### src/rtl/dual_issue_hazard_ctrl_pkg.sv
// rtl/dual_issue_hazard_ctrl_pkg.sv - shared state encoding and defaults for the dual-issue hazard controller
package dual_issue_hazard_ctrl_pkg;

  typedef enum logic {
    RUN   = 1'b0,
    SPLIT = 1'b1
  } state_t;

  localparam int REG_X0     = 0;
  localparam int REG_AW_DEF = 5;
  localparam int CNT_W_DEF  = 8;

endpackage

### src/rtl/dual_issue_hazard_ctrl_hazard_src_match.sv
// rtl/dual_issue_hazard_ctrl_hazard_src_match.sv - one valid destination against up to two sources
module hazard_src_match
  import dual_issue_hazard_ctrl_pkg::*;
#(
  parameter int AW = REG_AW_DEF
) (
  input  logic          valid,
  input  logic [AW-1:0] dst,
  input  logic [AW-1:0] src1,
  input  logic [AW-1:0] src2,
  input  logic          use_src2,
  output logic          match
);

  logic dst_real;

  // x0 is hardwired zero, so writing it never creates a dependency
  assign dst_real = (dst != AW'(REG_X0));
  assign match    = valid && dst_real && ((dst == src1) || (use_src2 && (dst == src2)));

endmodule

### src/rtl/dual_issue_hazard_ctrl.sv
// rtl/dual_issue_hazard_ctrl.sv - RUN/SPLIT issue controller; stall/split counters under HAZARD_STATS_EN
module dual_issue_hazard_ctrl
  import dual_issue_hazard_ctrl_pkg::*;
#(
  parameter int REG_AW = REG_AW_DEF,
  parameter int CNT_W  = CNT_W_DEF
) (
  input  logic              clk,
  input  logic              reset,
  input  logic              flush,
  input  logic              ex_memread1,
  input  logic              ex_memread2,
  input  logic [REG_AW-1:0] ex_rd1,
  input  logic [REG_AW-1:0] ex_rd2,
  input  logic [REG_AW-1:0] id_rs1_1,
  input  logic [REG_AW-1:0] id_rs2_1,
  input  logic [REG_AW-1:0] id_rs1_2,
  input  logic [REG_AW-1:0] id_rs2_2,
  input  logic              id_use_rs2_1,
  input  logic              id_use_rs2_2,
  input  logic [REG_AW-1:0] id_rd1,
  input  logic              id_regwrite1,
  output logic              pc_write,
  output logic              ifid_write,
  output logic              bubble1,
  output logic              bubble2,
  output logic              in_split,
  output logic [CNT_W-1:0]  stall_cnt,
  output logic [CNT_W-1:0]  split_cnt
);

  state_t state, next_state;
  logic   lu1_a, lu1_b, lu2_a, lu2_b, dep;
  logic   lu1, lu2;
  logic   stall_inc, split_inc;

  hazard_src_match #(.AW(REG_AW)) u_lu1_a (
    .valid(ex_memread1), .dst(ex_rd1), .src1(id_rs1_1), .src2(id_rs2_1),
    .use_src2(id_use_rs2_1), .match(lu1_a)
  );
  hazard_src_match #(.AW(REG_AW)) u_lu1_b (
    .valid(ex_memread2), .dst(ex_rd2), .src1(id_rs1_1), .src2(id_rs2_1),
    .use_src2(id_use_rs2_1), .match(lu1_b)
  );
  hazard_src_match #(.AW(REG_AW)) u_lu2_a (
    .valid(ex_memread1), .dst(ex_rd1), .src1(id_rs1_2), .src2(id_rs2_2),
    .use_src2(id_use_rs2_2), .match(lu2_a)
  );
  hazard_src_match #(.AW(REG_AW)) u_lu2_b (
    .valid(ex_memread2), .dst(ex_rd2), .src1(id_rs1_2), .src2(id_rs2_2),
    .use_src2(id_use_rs2_2), .match(lu2_b)
  );
  hazard_src_match #(.AW(REG_AW)) u_dep (
    .valid(id_regwrite1), .dst(id_rd1), .src1(id_rs1_2), .src2(id_rs2_2),
    .use_src2(id_use_rs2_2), .match(dep)
  );

  assign lu1      = lu1_a | lu1_b;
  assign lu2      = lu2_a | lu2_b;
  assign in_split = (state == SPLIT);

  always_comb begin
    next_state = state;
    pc_write   = 1'b1;
    ifid_write = 1'b1;
    bubble1    = 1'b0;
    bubble2    = 1'b0;
    stall_inc  = 1'b0;
    split_inc  = 1'b0;
    if (!reset) begin
      pc_write   = 1'b0;
      ifid_write = 1'b0;
      bubble1    = 1'b1;
      bubble2    = 1'b1;
      next_state = RUN;
    end else begin
      case (state)
        RUN: begin
          if (flush) begin
            bubble1 = 1'b1;
            bubble2 = 1'b1;
          end else if (lu1 || lu2) begin
            bubble1    = 1'b1;
            bubble2    = 1'b1;
            pc_write   = 1'b0;
            ifid_write = 1'b0;
            stall_inc  = 1'b1;
          end else if (dep) begin
            bubble2    = 1'b1;
            pc_write   = 1'b0;
            ifid_write = 1'b0;
            split_inc  = 1'b1;
            next_state = SPLIT;
          end
        end
        SPLIT: begin
          // slot 1 left on the previous cycle; only slot 2 is still pending
          bubble1 = 1'b1;
          if (flush) begin
            bubble2    = 1'b1;
            next_state = RUN;
          end else if (lu2) begin
            bubble2    = 1'b1;
            pc_write   = 1'b0;
            ifid_write = 1'b0;
            stall_inc  = 1'b1;
          end else begin
            next_state = RUN;
          end
        end
        default: next_state = RUN;
      endcase
    end
  end

  always_ff @(posedge clk or negedge reset) begin
    if (!reset) state <= RUN;
    else        state <= next_state;
  end

`ifdef HAZARD_STATS_EN
  logic [CNT_W-1:0] stall_q, split_q;

  always_ff @(posedge clk or negedge reset) begin
    if (!reset) begin
      stall_q <= '0;
      split_q <= '0;
    end else begin
      if (stall_inc && (stall_q != '1)) stall_q <= stall_q + CNT_W'(1);
      if (split_inc && (split_q != '1)) split_q <= split_q + CNT_W'(1);
    end
  end

  assign stall_cnt = stall_q;
  assign split_cnt = split_q;
`else
  logic unused_stats;
  assign unused_stats = stall_inc ^ split_inc;
  assign stall_cnt    = '0;
  assign split_cnt    = '0;
`endif

endmodule

### config.mk
export PLATFORM = sky130hd
export DESIGN_NAME = dual_issue_hazard_ctrl
export DESIGN_NICKNAME = d
export VERILOG_FILES = /design/src/rtl/dual_issue_hazard_ctrl_pkg.sv /design/src/rtl/dual_issue_hazard_ctrl_hazard_src_match.sv /design/src/rtl/dual_issue_hazard_ctrl.sv
export SDC_FILE = /design/constraint.sdc
export NUM_CORES = 1
export LEC_CHECK = 0
export CAP_MARGIN = 10
export CORE_UTILIZATION = 36
export CTS_CLUSTER_SIZE = 25
export DETAILED_ROUTE_END_ITERATION = 16
export GPL_ROUTABILITY_DRIVEN = 0
export GPL_TIMING_DRIVEN = 0
export PLACE_DENSITY = 0.9
export RECOVER_POWER = 25
export SLEW_MARGIN = 10
export SYNTH_ARGS = -nofsm -noshare
export SYNTH_HDL_FRONTEND = slang
export SYNTH_SLANG_ARGS = --single-unit
### constraint.sdc
create_clock -name clk -period 2.88 [get_ports clk]
set_input_delay 0.576 -clock clk [delete_from_list [all_inputs] [get_ports clk]]
set_output_delay 0.576 -clock clk [all_outputs]
set_load 0.005 [all_outputs]
==> impl_metrics.tcl <==
set metrics [dict create \
    outcome "completed" \
    gr-total-overflow 0 \
    min_to "in_split" \
    syn-cell-area_um2 924.6 \
    setup_viol 0 \
    worstPathMaxFanout 5 \
    max_freq_ghz 0.3590 \
    post-place-ws_ps -386.5 \
    r2r-end "in_split" \
    fillers 235 \
    grt.busiest_layer "met2" \
    slowest_delay_ps 500 \
    die_h_um 52.68 \
    crit_buf_inv 4 \
    ir_drop_v 0.00008742 \
    largest_reg_flops 1 \
    viasPerCell 4.702 \
    synth_fa_ha_area_frac 0 \
    rrSetupSlack_ps 2070 \
    synth_cells 124 \
    cp.arrival_ps 2210 \
    use_met2 0.3354 \
    synthToLayoutAreaGrowth_pct 54.94 \
    wl_per_cell_um 11.65 \
    rsz0062_at_grt "false" \
    cp_cell_sequence "buf_4 -> or4_1 -> o21a_1 -> a22oi_2 -> nand2_2 -> buf_6 -> a21oi_4 -> buf_4 -> clkbuf_2" \
    synth_ff_type "dfrtp_1" \
    yosys.area.top_type "xnor2_1" \
    dp_hpwl_um 1975 \
    crit_top_cell "buf_4" \
    initial_core_util 0.3767 \
    power_switching_mw 0.09113 \
    whs_path_depth 2 \
    synth_common_cells "xnor2_1 (44), buf_4 (17), nand2_1 (12), clkbuf_1 (6), xor2_1 (6)" \
    p_seq_frac 0.065 \
    p_per_area_mw_per_mm2 155.1 \
    slowest_stage "or4_1" \
    nNetsFinal 223 \
    grt_max_degree 6 \
    yosysTopAreaCellShare 0.4168 \
    critPathLaunchType "input pin" \
    synth-simple-area-share 0.1719 \
    syn_avg_cell_area_um2 7.457 \
    drt_iter0_drc 14 \
    hold_buffers 0 \
    grt_pass1_wl_um 3815 \
    dr.pass1.iters 6 \
    timing.rr.start "in_split" \
    synth_compound_area_frac 0.1218 \
    async_reset_ff_frac 1.000 \
    vias 978 \
    seqCellArea_um2 25.02 \
    die_area_mm2 0.002775 \
    worstSetupPathType "in2out" \
    synth_edf_count 0 \
    synth-seq-cells 1 \
    yosysMostFrequentCell "xnor2_1" \
    antenna_found_initial 0 \
    fin_ws_ps 94.23 \
    drtAntennaViolNets 0 \
    synth.area.top_cells "xnor2_1 (42%), buf_4 (14%), xor2_1 (5.7%), nand2_1 (4.9%), nand4_1 (3.4%)" \
    drt-total-wl_um 2423 \
    route.detailed.drc 0 \
    hold_class "reg2reg" \
    port_buffers 37 \
    period_needed_ps 2786 \
    synth_xor_area_frac 0.4736 \
    rows 18 \
    hold_viol 0 \
    fin_crit_sh 0.9673 \
    use_met1 0.2254 \
    core_mm2 0.002455 \
    yosysSeqAreaShare 0.02706 \
    io_pins 64 \
    synth_top_family_by_area "XOR/XNOR gates" \
    multiInputGateArea_um2 814.5 \
    diodes 0 \
    p_int_mw 0.1310 \
    worstPathRequired_ps 2300 \
    grt_usage 0.1775 \
    drive_above_1_share 0.2079 \
    holdCritStartpoint "in_split" \
    grt_use_met3 0.008696 \
    fin_skew_ps 0 \
    p_leak_nw 0.6042 \
    cp.depth 9 \
    critical-path-top-delay-family "simple AND/OR/NAND/NOR gates" \
    sw_frac_of_total 0.4102 \
    comb_power_share 0.935 \
    r2r_cells 3 \
    first_global_vias 881 \
    maxCapViolations 0 \
    synth_cell_types 27 \
    clk_latency_ps 0 \
    pwr-share-clk 0 \
    cts.clk_slew.worst_paths_ps 0 \
    slew_violations 0 \
    end_kind "output port" \
    power_mw 0.2221 \
    die_w_um 52.68 \
    synthMuxAreaShare 0 \
    yosysWarningCount 0 \
]
-- how the worst max path moves through the flow --
stage	startpoint	to	slack (ps)
after floorplan	ex_rd2[3]	pc_write	270
after global placement	id_rd1[3]	pc_write	-360
after detailed placement	id_rd1[3]	pc_write	-390
after CTS	ex_rd2[3]	pc_write	-60
after global routing	ex_rd2[3]	pc_write	8
final	ex_rd2[3]	pc_write	90
-- worst reg2reg max path: cells and delay by family, from the launching register on --
| kind | cells | cell delay (ps) |
|---|---|---|
| AOI/OAI and AO/OA | 1 | 150 |
| DFF | 1 | 380 |
| and+or+nand+nor | 1 | 90 |
| buffers and inverters | 1 | 110 |
-- routing by layer --
metal / share of wire / vias up
met1: 0.39 / 440
met3: 0.069 / 4
met2: 0.53 / 49
met5: 0 / -
met4: 0.0050 / 0
li1: - / 485
-- power groups by stage --
stage / clock network, mW / registers, mW / logic [mW]
after floorplan: 0 / 0.0145 / 0.122
after global placement: 0 / 0.0145 / 0.200
after detailed placement: 0 / 0.0145 / 0.204
after CTS: 0 / 0.0145 / 0.202
after global routing: 0 / 0.0145 / 0.227
final: 0 / 0.0145 / 0.208
-- cell usage in the layout, fill, tap and decap left out, drive strengths merged --
| cell | n |
|---|---|
| xnor2 | 44 |
| o21ai | 1 |
| dlygate4sd3 | 1 |
| o22ai | 5 |
| nor3 | 1 |
| nor2 | 1 |
| nand3 | 5 |
| xor2 | 6 |
| o221ai | 1 |
| nor2b | 1 |
| nor4 | 1 |
| a21o | 1 |
| a21oi | 1 |
| dlygate4sd2 | 16 |
| dlymetal6s2s | 2 |
| and3 | 1 |
| nand2 | 12 |
| buf | 23 |
| clkdlybuf4s50 | 16 |
| nand4 | 5 |
| or4 | 3 |
| o21a | 2 |
| conb | 16 |
| nand3b | 1 |
| clkbuf | 8 |
| inv | 1 |
| a22oi | 2 |
| dfrtp | 1 |
-- cell families (layout without fill, tap and decap cells) --
logic type,count (synthesis),in the layout
compound gates,13,13
simple gates,31,31
xor+xnor,50,50
other cells,1,16
buf+inv,28,67
flops,1,1
-- metrics by stage --
stage | utilization | instance area, µm² | hold WS (ps) | std cells | setup TNS, ps
6_report | 0.5836 | 1433 | 574.2 | 208 | 0
5_1_grt | 0.5836 | 1433 | 601.5 | 208 | 0
4_1_cts | 0.5754 | 1413 | 582.5 | 208 | -59.19
3_5_place_dp | 0.5657 | 1389 | 583.1 | 206 | -1038
3_3_place_gp | 0.5657 | 1389 | 576.9 | 206 | -950.8
2_1_floorplan | - | 980.9 | 280.4 | 139 | 0
-- cell type report --
type / count / share of cell area
tap: 30 / 0.02620
inverter: 1 / 0.002620
sequential: 1 / 0.01747
timing repair buffer: 39 / 0.2541
buffer: 27 / 0.1310
multi-input combinational: 110 / 0.5686
-- repair_timing --
action | CTS | global route
gates resized for setup | 25 | 12
setup endpoints to repair | 4 | 3
setup buffers | 2 | 0
pin swaps | 3 | 3
(Power assumes the default switching activity.)
